## config.mk

```make
export PLATFORM = sky130hd
export DESIGN_NAME = scg_auto_ref
export DESIGN_NICKNAME = d
export VERILOG_FILES = /design/src/rtl/scg_auto_ref.sv
export SDC_FILE = /design/constraint.sdc
export NUM_CORES = 1
export LEC_CHECK = 0
export ABC_AREA = 1
export CELL_PAD_IN_SITES_DETAIL_PLACEMENT = 1
export CELL_PAD_IN_SITES_GLOBAL_PLACEMENT = 1
export CORE_AREA = 2 2 39 41
export CTS_CLUSTER_SIZE = 12
export DETAILED_ROUTE_END_ITERATION = 16
export DIE_AREA = 0 0 41 43
export PLACE_DENSITY_LB_ADDON = 0.2
export SYNTH_ARGS = -nofsm -noshare
export SYNTH_HDL_FRONTEND = slang
export SYNTH_SLANG_ARGS = --single-unit
```

## constraint.sdc

```tcl
create_clock -name clk -period 2.53 [get_ports clk]
set_input_delay 0.6325 -clock clk [delete_from_list [all_inputs] [get_ports clk]]
set_output_delay 0.6325 -clock clk [all_outputs]
set_load 0.01 [all_outputs]
```

## src/rtl/scg_auto_ref.sv

```systemverilog
// ============================================================================
// scg_auto_ref
// ----------------------------------------------------------------------------
// SDRAM command-sequence generator for one auto-refresh operation.
//
// A level-sensitive start request produces exactly one AUTO REFRESH command,
// followed by NOP cycles while tRFC elapses. Then done is raised and held
// until the requester drops start. A request that is still held once done
// is reached therefore cannot trigger a second refresh.
//
// Optional feature (compile-time macro SCG_AUTO_REF_PRECHARGE_EN):
//   When defined, a PRECHARGE ALL command and one tRP NOP cycle are issued
//   before the AUTO REFRESH. The start-to-REFRESH latency becomes 3 cycles.
//   The timing from REFRESH to done does not change.
//   When undefined, there is no precharge step.
//
// Parameters:
//   TRFC_CYCLES   : cycles from the REFRESH cycle to the first done=1 cycle
//                   (must be 2 or more)
//   CMD_NOP       : NOP command code
//   CMD_REFRESH   : AUTO REFRESH command code
//   CMD_PRECHARGE : PRECHARGE ALL command code (only with the macro defined)
//
// Ports:
//   clk         in   system clock, rising-edge active
//   n_rst       in   synchronous reset, ACTIVE-HIGH despite its name
//   start       in   refresh request (level)
//   done        out  sequence complete; held while start stays high
//   command     out  4-bit SDRAM command code
//   o_dbg_state out  current FSM state, for observation only
//                    (IDLE=0, REF=1, WAIT=2, DONE=3, PRECH=4, TRP=5)
//
// Handshake: start is a level request. The block samples it only in IDLE,
// where it starts a sequence, and in DONE, where start=0 releases the block
// back to IDLE. In every other state start is ignored. done stays high for
// as long as start stays high in DONE.
//
// All outputs are Moore-decoded from the state register. There is no
// combinational path from start to done or command.
// ============================================================================
module scg_auto_ref #(
    parameter int          TRFC_CYCLES   = 10,
    parameter logic [3:0]  CMD_NOP       = 4'd0,
    parameter logic [3:0]  CMD_REFRESH   = 4'd5
`ifdef SCG_AUTO_REF_PRECHARGE_EN
    ,
    parameter logic [3:0]  CMD_PRECHARGE = 4'd2
`endif
) (
    input  logic       clk,
    input  logic       n_rst,
    input  logic       start,
    output logic       done,
    output logic [3:0] command,
    output logic [2:0] o_dbg_state
);

    // ------------------------------------------------------------------------
    // Parameter sanity
    // ------------------------------------------------------------------------
    // The REF cycle and at least one WAIT cycle are needed to reach done, so
    // a tRFC below 2 cannot be represented by this sequence.
    if (TRFC_CYCLES < 2) begin : g_bad_trfc
        $error("scg_auto_ref: TRFC_CYCLES must be 2 or more");
    end

    // ------------------------------------------------------------------------
    // State encoding
    // ------------------------------------------------------------------------
    localparam logic [2:0] ST_IDLE  = 3'd0;
    localparam logic [2:0] ST_REF   = 3'd1;
    localparam logic [2:0] ST_WAIT  = 3'd2;
    localparam logic [2:0] ST_DONE  = 3'd3;
`ifdef SCG_AUTO_REF_PRECHARGE_EN
    localparam logic [2:0] ST_PRECH = 3'd4;
    localparam logic [2:0] ST_TRP   = 3'd5;
`endif

    // ------------------------------------------------------------------------
    // Counter sizing
    // ------------------------------------------------------------------------
    // The counter is loaded with TRFC_CYCLES-2 in REF and counts down to 0
    // in WAIT. That gives TRFC_CYCLES-1 WAIT cycles, so the first DONE cycle
    // comes exactly TRFC_CYCLES cycles after the REFRESH cycle. The counter
    // is reloaded on every REF, so it never wraps.
    localparam int         CW      = $clog2(TRFC_CYCLES);
    localparam logic [CW-1:0] W_LOAD = CW'(TRFC_CYCLES - 2);

    logic [2:0]    r_state;
    logic [2:0]    w_next_state;
    logic [CW-1:0] r_counter;
    logic          w_count_zero;

    assign w_count_zero = (r_counter == '0);

    // ------------------------------------------------------------------------
    // Next-state logic
    // ------------------------------------------------------------------------
    always_comb begin
        w_next_state = r_state;
        case (r_state)
            ST_IDLE: begin
                if (start) begin
`ifdef SCG_AUTO_REF_PRECHARGE_EN
                    w_next_state = ST_PRECH;
`else
                    w_next_state = ST_REF;
`endif
                end
            end
`ifdef SCG_AUTO_REF_PRECHARGE_EN
            // One PRECHARGE ALL cycle, then one NOP cycle to cover tRP.
            ST_PRECH: w_next_state = ST_TRP;
            ST_TRP:   w_next_state = ST_REF;
`endif
            ST_REF:   w_next_state = ST_WAIT;
            ST_WAIT: begin
                if (w_count_zero) begin
                    w_next_state = ST_DONE;
                end
            end
            ST_DONE: begin
                // A held request keeps the block here, so the same request
                // cannot trigger a second refresh.
                if (!start) begin
                    w_next_state = ST_IDLE;
                end
            end
            default:  w_next_state = ST_IDLE;
        endcase
    end

    // ------------------------------------------------------------------------
    // State and counter registers
    // ------------------------------------------------------------------------
    always_ff @(posedge clk) begin
        if (n_rst) begin
            // Reset aborts any sequence in progress. IDLE issues only NOPs,
            // so no further REFRESH can follow.
            r_state   <= ST_IDLE;
            r_counter <= '0;
        end else begin
            r_state <= w_next_state;
            case (r_state)
                ST_REF:  r_counter <= W_LOAD;
                ST_WAIT: begin
                    if (!w_count_zero) begin
                        r_counter <= r_counter - 1'b1;
                    end
                end
                default: r_counter <= r_counter;
            endcase
        end
    end

    // ------------------------------------------------------------------------
    // Moore output decode
    // ------------------------------------------------------------------------
    always_comb begin
        command = CMD_NOP;
        done    = 1'b0;
        case (r_state)
            ST_REF:   command = CMD_REFRESH;
`ifdef SCG_AUTO_REF_PRECHARGE_EN
            ST_PRECH: command = CMD_PRECHARGE;
`endif
            ST_DONE:  done    = 1'b1;
            default: begin
                command = CMD_NOP;
                done    = 1'b0;
            end
        endcase
    end

    assign o_dbg_state = r_state;

endmodule

```

* After elaboration in Yosys (flattened, before gate mapping)
Index checks and enable logic that the tools add are counted.
** Word-level totals
- Output and inout port bits :: 8
- Register bits :: 7
- Bits of input ports :: 3
** Cells by class
- Eq/ne operators :: 7
- Add/subtract/negate cells :: 1
- Mux-type cells :: 8
- Reduce and logical (&&, ||, !) cells :: 5
** Operators by type and width (number)
- $mux W3 :: 4
- $pmux W3 S4 :: 1
- $ne A2 B2 Y1 const B :: 4
- $pmux W4 S2 :: 1
- $eq A3 B2 Y1 const B :: 2
- $logic_not A4 Y1 :: 1
- $mux W4 :: 1
- $sub A4 B1 Y4 const B :: 1
- $eq A3 B1 Y1 const B :: 1
- $logic_not A3 Y1 :: 1
- $reduce_and A3 Y1 :: 1
- $reduce_and A2 Y1 :: 1
- $reduce_bool A2 Y1 :: 1
- $mux W1 :: 1

* Depth between registers and ports, before layout
Gate-level depths: netlist of run 1.
- Depth in word-level cells :: 3
- Depth in mapped cells :: 8
- Gate-level depth less buffers :: 8

* Worst setup path before layout of run 1
No wires, ideal clock.
- Path type :: flip-flop to output port
- Start :: reg r_state[1] (netlist: o_dbg_state[1])
- End :: out command[2]
- Slack :: 0.995 ns
- Cell stages (with the launch flop) :: 4
- Data required time :: 1.898 ns
- Buffers on the path :: 1
- Data arrival time :: 0.902 ns
- Cells stage by stage :: dfxtp_1 -> inv_1 -> ha_1 -> buf_4
** Between the ends
- Longest elaborated chain between the ends :: 2
** RTL lines
- start: declaration :: RTL line 89 : logic [2:0] r_state;
- start signal: assignment :: RTL line 143 : r_state <= w_next_state;
- $eq A3 B1 Y1 :: RTL line 162 : case (r_state)
- $mux W3 :: RTL line 162
- end: declaration :: RTL line 54 : output logic [3:0] command,
Every way passes these cells.

* Worst setup path after layout of run 1
- Start :: reg r_state[1] (netlist: o_dbg_state[1])
- End :: out command[0]
Same word-level chain as after synthesis.

==> results.yml, run 1 <==
synth:
  netlist_instances: 59
  synth-seq-cells: 6
  ys_warn_count: 0
  avgSynthCellArea_sq_um: 7.46
  synthAdderAreaFrac: 0.199
  netlist_area_sq_um: 440
  synth_top_family_by_area: "simple AND/OR/NAND/NOR gates"
  synth_compound_area_frac: 0.0994
  synthMuxAreaShare: 0
  ys_seq_area_frac: 0.273
  netlist-cell-type-count: 16
  synthXorXnorAreaFrac: 0.0199
  synth_simple_gate_area_frac: 0.256
setup_path:
  path_buf_inv: 2
  cp_max_fo: 6
  start_kind: "flip-flop"
  required_ps: 1900
  worst_setup_path_end_kind: "output pin"
  cpLargestDelayFamily: "buffers and inverters"
  arrival_ps: 1460
  critPathMaxStageDelay_ps: 480
  worstSetupPathType: "flip-flop to output pin"
  crit_chain: "inv_1 -> ha_1 -> clkdlybuf4s50_1"
  crit_path_top_delay_cell: "clkdlybuf4s50_1"
global_route:
  grt_pass1_vias: 377
  grt_max_degree: 11
  grtUsageTotal: 0.125
  grt_pass1_wl_microns: 1520
  antenna_found_initial: 0
  grt_overflow: 0
clocking:
  ctsResizeCount: 0
  postCtsSetupBuffers: 0
  htree_levels: 1
  path_clk_slew_ps: 40
  clockRootBuffer: "clkbuf_4"
  insertion_delay_ps: 240
  cts_buffers: 3
  clk_path_buf_depth: 2
  cts_tree: "yes"
  ctsHoldBuffers: 0
  clkSinkCount: 6
routing:
  post_drt_wl_per_cell_microns: 10.3
  drtIter0Drc: 4
  ant_nets: 0
  remaining_drc_errors: 0
  vias: 373
  drt-pass1-iter-count: 3
  wl_microns: 858
  viasPerCell: 4.49
finish:
  area_growth_pct: 20.5
  seq_area_sq_um: 120
  drive_gt1_frac: 0.104
  diodes: 0
  nFillCells: 187
  fin_cells: 83
  nets: 79
  multiInputGateArea_sq_um: 264
  fin_util: 0.383
timing:
  hold_viol: 0
  period_share: 0.829
  skew_ps: 0.205
  setup-tns-final_ps: 0
  post-route-min-period_ps: 2100
  max_clock_freq_mhz: 477
  rsz0062_at_grt: "no"
  whs_ps: 493
  slew_violations: 0
  setup_viol: 0
job:
  drv_cap: 0
outcome:
  outcome: "finished clean"
floorplanning:
  core_area_sq_um: 1380
  start_util: 0.318
  die_x_microns: 41
  rows: 14
  io_pins: 11
  dieArea_sq_um: 1760
  die-height_microns: 43
pwr:
  powerDensity_nw_per_um2: 1070
  ir_drop_mv: 0.465
  leakage_nw: 0.260
  p_total_uw: 570
placed_design:
  place_hpwl_microns: 668
  placed_cells: 80
  io_buffer_count: 7
  gp_congestion: 0.704
min_path:
  hp-class: "flip-flop to flip-flop"
[flip-flops by register name, indices dropped and copies added (netlist names)]
| signal | count |
|---|---|
| o_dbg_state | 2 |
| r_counter | 4 |
[layout by cell type (no fill, tap or decap)]
cell / netlist / final
inv_1: 8 / 8
nand2_1: 9 / 9
a21oi_1: 7 / 7
nor3_1: 1 / 1
a21oi_2: 1 / 1
nand3_2: 1 / 1
xor2_1: 1 / 1
inv_2: 1 / 1
clkdlybuf4s50_1: 0 / 7
dfxtp_1: 6 / 6
nand3_1: 7 / 7
conb_1: 1 / 3
nor2_1: 3 / 3
ha_1: 7 / 7
or2_1: 1 / 1
nand2_4: 1 / 1
clkbuf_4: 0 / 3
[cells by family (layout without fill, tap and decap cells)]
group,Yosys count,in the layout
AO/OA/AOI/OAI,8,8
XOR/XNOR,1,1
adder cells (fa/ha/maj),7,7
buffers and inverters,13,19
flip-flops,6,6
other,1,3
AND/OR/NAND/NOR,23,23
[per-layer routing]
metal  track usage  wire (microns)
met1         0.178             442
met2         0.169             384
met3        0.0314              31
met4        0.0600               0
met5             0               0
[power by group]
group | internal, mW | switching (mW)
logic | 0.151 | 0.173
registers | 0.126 | 0.0353
clock network | 0.0535 | 0.0319
total | 0.330 | 0.240
[final cells by class]
| type | count | area share |
|---|---|---|
| clock buffers | 3 | 0.0425 |
| inverters | 9 | 0.0637 |
| multi-input cells | 42 | 0.498 |
| flip-flops and latches | 6 | 0.226 |
| well taps | 16 | 0.0377 |
| repair buffers | 7 | 0.132 |
[cells in the mapped netlist]
| library cell | count | area share |
|---|---|---|
| a21oi_1 | 7 | 0.080 |
| a21oi_2 | 1 | 0.020 |
| buf_4 | 4 | 0.068 |
| conb_1 | 1 | 0.0085 |
| dfxtp_1 | 6 | 0.27 |
| ha_1 | 7 | 0.20 |
| inv_1 | 8 | 0.068 |
| inv_2 | 1 | 0.0085 |
| nand2_1 | 9 | 0.077 |
| nand2_4 | 1 | 0.026 |
| nand3_1 | 7 | 0.080 |
| nand3_2 | 1 | 0.023 |
| nor2_1 | 3 | 0.026 |
| nor3_1 | 1 | 0.011 |
| or2_1 | 1 | 0.014 |
| xor2_1 | 1 | 0.020 |
[worst min-delay path, stage by stage (launching register included)]
cell     delay [ps]
dfxtp_1         310
nand3_1          80
a21oi_1          60
[metrics by stage]
| step | setup slack, ps | cell area (sq um) |
|---|---|---|
| 6_report | 433 | 531 |
| 5_1_grt | 358 | 531 |
| 4_1_cts | 402 | 531 |
| 3_5_place_dp | 677 | 508 |
| 3_3_place_gp | 695 | 508 |
| 2_1_floorplan | 995 | 448 |
[path summary, 6_finish.rpt]
path	start	cells past startpoint	to	slack [ps]
min reg2reg	r_counter[3]	2	r_counter[3]	490
max	o_dbg_state[1]	3	command[0]	430
max reg2reg	o_dbg_state[1]	8	o_dbg_state[0]	1130
min	r_counter[3]	2	r_counter[3]	490
Note: power is estimated with default switching activity, not from simulation.
==> inputs of run 2 (changes only) <==
--- a/config.mk
+++ b/config.mk
@@ -8,10 +8,9 @@
 export ABC_AREA = 1
 export CELL_PAD_IN_SITES_DETAIL_PLACEMENT = 1
 export CELL_PAD_IN_SITES_GLOBAL_PLACEMENT = 1
-export CORE_AREA = 2 2 39 41
+export CORE_UTILIZATION = 29
 export CTS_CLUSTER_SIZE = 12
 export DETAILED_ROUTE_END_ITERATION = 16
-export DIE_AREA = 0 0 41 43
 export PLACE_DENSITY_LB_ADDON = 0.2
 export SYNTH_ARGS = -nofsm -noshare
 export SYNTH_HDL_FRONTEND = slang
==> constraint.sdc (replaced) <==
create_clock -name clk -period 1.85 [get_ports clk]
set_input_delay 0.4625 -clock clk [delete_from_list [all_inputs] [get_ports clk]]
set_output_delay 0.4625 -clock clk [all_outputs]
set_load 0.01 [all_outputs]
==> run 2 against run 1 <==
- clock skew increased by 3.6 ps
- via count decreased by 2.7%
- first-iteration DRC count decreased by 25%
- largest cell class unchanged
- highest routed layer unchanged
==> results.yml, run 2 (synthesized netlist as in run 1, its figures left out) <==
outcome:
  outcome: "finished clean"
finish:
  regMostFlops: "r_counter"
  diodes: 0
  fin_util: 0.392
  largest_register_ffs: 4
  final_common_cell: "nand2_1"
  fin_cells: 82
  final_cell_mix: "nand2_1, inv_1, a21oi_1, nand3_1, ha_1"
  area_growth_pct: 20.2
  drive_gt1_frac: 0.134
  nets: 79
  nFillCells: 179
routing:
  drtIter0Drc: 3
  post_drt_wl_per_cell_microns: 9.43
  vias: 363
  ant_nets: 0
  remaining_drc_errors: 0
  viasPerCell: 4.43
  drt-pass1-iter-count: 2
  wl_microns: 773
timing:
  setup_viol: 0
  post-route-min-period_ps: 1780
  period_share: 0.961
  rsz0062_at_grt: "no"
  hold_viol: 0
  slew_violations: 0
  setup-tns-final_ps: 0
  whs_ps: 497
  skew_ps: 3.77
  max_clock_freq_mhz: 562
setup_path:
  start_kind: "flip-flop"
  r2r_slack_ps: 550
  cp_max_fo: 6
  ff2ff_path_depth: 8
  worst_setup_path_end_kind: "output pin"
  worstSetupPathType: "flip-flop to output pin"
  rr_endpoint: "o_dbg_state[1]"
  arrival_ps: 1320
  r2r_start: "o_dbg_state[0]"
  required_ps: 1390
clocking:
  clockRootBuffer: "clkbuf_4"
  htree_levels: 1
  path_clk_slew_ps: 40
  clk_path_buf_depth: 2
  cts_buffers: 3
  ctsHoldBuffers: 0
  cts_tree: "yes"
  clkSinkCount: 6
  insertion_delay_ps: 240
floorplanning:
  io_pins: 11
  start_util: 0.326
  rows: 13
  core_area_sq_um: 1350
  dieArea_sq_um: 1680
  die-height_microns: 41.0
  die_x_microns: 41.0
min_path:
  hp-class: "flip-flop to flip-flop"
  holdPathEnd: "r_counter[0]"
  min-delay-start: "r_counter[0]"
  hold_depth: 2
global_route:
  antenna_found_initial: 0
  grt_overflow: 0
  grt_pass1_wl_microns: 1210
  grt_pass1_vias: 295
  grt_max_degree: 11
  grtUsageTotal: 0.110
placed_design:
  placed_cells: 79
  gp_congestion: 0.653
  io_buffer_count: 7
  place_hpwl_microns: 666
pwr:
  powerDensity_nw_per_um2: 1440
  leakage_nw: 0.267
  ir_drop_mv: 0.647
  p_total_uw: 760
job:
  drv_cap: 0
[run 2: how the worst max path moves through the flow]
stage	cells past startpoint	from	slack, ps	to
floorplan	3	o_dbg_state[1]	490	command[2]
global placement	3	o_dbg_state[1]	170	command[2]
detailed placement	3	o_dbg_state[1]	190	command[2]
CTS	2	o_dbg_state[0]	50	done
global route	2	o_dbg_state[0]	30	done
finish	2	o_dbg_state[0]	70	done
[run 2: what timing repair did]
action | 4_1_cts | 5_1_grt
resized for setup | 4 | 0
setup endpoints to repair | 3 | 0
setup buffers | 0 | 0
[run 2: final cells by class]
| cell class | instances | area [sq um] | area share |
|---|---|---|---|
| clock buffer | 3 | 22.5 | 0.0426 |
| timing repair buffer | 7 | 67.6 | 0.128 |
| sequential | 6 | 123 | 0.232 |
| tap | 15 | 18.8 | 0.0355 |
| multi-input combinational | 42 | 264 | 0.499 |
| inverter | 9 | 33.8 | 0.0638 |
[run 2: per-layer routing]
metal  global-route usage  up-vias  share of wire
met2                0.168        6           0.45
met5                    0        -              0
met4                    0        0              0
met1                0.141      161           0.52
li1                     -      196              -
met3               0.0652        0          0.031
[run 2: power breakdown]
group	internal (mW)	total (mW)	switching, mW
sequential	0.177	0.225	0.0474
combinational	0.189	0.418	0.230
clock	0.0732	0.117	0.0442
total	0.439	0.760	0.321
[run 2: stage by stage]
step	worst slack [ps]	instance area (sq um)
after floorplan	485	448
after global placement	170	507
after detailed placement	185	507
after CTS	52.3	529
after global routing	29.1	529
final	71.5	529
[run 2: critical path, cell delays in order (launching register included)]
cell and delay, ps:
dfxtp_2 370, ha_1 180, clkdlybuf4s50_1 530
==> inputs of run 3 (changes only) <==
==> constraint.sdc (replaced) <==
create_clock -name clk -period 1.85 [get_ports clk]
set_input_delay 0.4625 -clock clk [delete_from_list [all_inputs] [get_ports clk]]
set_output_delay 0.4625 -clock clk [all_outputs]
set_load 0.1 [all_outputs]
==> run 3 against run 2 <==
- clock-buffer cell count stayed put
- register-to-register slack worse by 20 ps
- global-route usage is 1.7 points higher
- non-clock buffer count stayed put
- die area stayed put
- via count is 2.2% higher
- setup slack better by 230 ps
- first-iteration DRC count is 100% higher
- hold slack worse by 1.7 ps
- clock skew is 2.4 ps lower
- critical endpoint is now command[2]
- highest routed layer is now met4
==> results.yml, run 3 (synthesized netlist as in run 1, its figures left out) <==
outcome:
  outcome: "finished clean"
clocking:
  insertion_delay_ps: 240
  clkSinkCount: 6
  ctsHoldBuffers: 0
  htree_levels: 1
  postCtsSetupBuffers: 0
  clockRootBuffer: "clkbuf_4"
  cts_buffers: 3
  clk_path_buf_depth: 2
  path_clk_slew_ps: 40
  ctsResizeCount: 0
  cts_tree: "yes"
timing:
  period_share: 0.838
  hold_viol: 0
  max_clock_freq_mhz: 645
  skew_ps: 1.41
  post-route-min-period_ps: 1550
  rsz0062_at_grt: "no"
  slew_violations: 0
  setup-tns-final_ps: 0
  setup_viol: 0
routing:
  ant_nets: 0
  drtIter0Drc: 6
  wl_microns: 870
  remaining_drc_errors: 0
  viasPerCell: 4.52
  drt-pass1-iter-count: 2
  vias: 371
  post_drt_wl_per_cell_microns: 10.6
setup_path:
  path_buf_inv: 2
  arrival_ps: 1090
  cp_max_fo: 6
  crit_path_top_delay_cell: "dfxtp_4"
  worst_setup_path_end_kind: "output pin"
  start_kind: "flip-flop"
  cpLargestDelayFamily: "flip-flops"
  critPathMaxStageDelay_ps: 370
  worstSetupPathType: "flip-flop to output pin"
  crit_chain: "inv_1 -> ha_4 -> buf_12"
  required_ps: 1390
global_route:
  grt_pass1_vias: 332
  grt_overflow: 0
  grt_pass1_wl_microns: 1360
  grt_max_degree: 11
  antenna_found_initial: 0
  grtUsageTotal: 0.127
finish:
  final_common_cell: "nand2_1"
  nFillCells: 173
  area_growth_pct: 36.6
  final_cell_mix: "nand2_1, inv_1, a21oi_1, nand3_1"
  nets: 79
  regMostFlops: "r_counter"
  drive_gt1_frac: 0.239
  diodes: 0
  largest_register_ffs: 4
floorplanning:
  start_util: 0.326
  rows: 13
  dieArea_sq_um: 1680
  io_pins: 11
  die-height_microns: 41.0
  die_x_microns: 41.0
  core_area_sq_um: 1350
placed_design:
  gp_congestion: 0.627
  io_buffer_count: 7
  place_hpwl_microns: 734
job:
  drv_cap: 0
min_path:
  hp-class: "flip-flop to flip-flop"
-- run 3: final timing paths --
path	depth (start not counted)	to	start	slack (ps)
setup reg to reg	8	o_dbg_state[0]	o_dbg_state[0]	530
hold / removal	2	r_counter[0]	r_counter[0]	500
setup / recovery	3	command[2]	o_dbg_state[1]	300
hold reg to reg	2	r_counter[0]	r_counter[0]	500
-- run 3: cell type report --
class,instances,area (sq um),share of cell area
inverter,9,33.8,0.0561
timing repair buffer,7,120,0.200
sequential,6,128,0.212
clock buffer,3,22.5,0.0374
tap,15,18.8,0.0312
multi-input combinational,42,279,0.464
-- run 3: worst register-to-register path: stages, from the launching register on --
cell	delay, ps
dfxtp_4	400
inv_1	70
ha_1	190
inv_1	70
nor2_1	40
a21oi_1	200
nand2_1	100
nand2_1	70
a21oi_1	50
-- run 3: layer usage --
metal  vias to the layer above  wire, microns  global-route usage
li1                        197              -                   -
met1                       168            446               0.167
met2                         4            398               0.184
met3                         2             19              0.0326
met4                         0              6              0.0750
met5                         -              0                   0
-- run 3: metrics by stage --
| step | utilization | setup slack [ps] | instance area (sq um) | cells | hold slack [ps] |
|---|---|---|---|---|---|
| detailed placement | 0.429 | 281 | 579 | 79 | 496 |
| global route | 0.446 | 243 | 602 | 82 | 517 |
| CTS | 0.446 | 285 | 602 | 82 | 502 |
| global placement | 0.429 | 307 | 579 | 79 | 486 |
| finish | 0.446 | 300 | 602 | 82 | 496 |
| floorplan | - | 87.9 | 470 | 61 | 468 |
Power of run 3 is not shown: default switching activity piles up to over one toggle a cycle in this logic, so the estimate is an artifact.
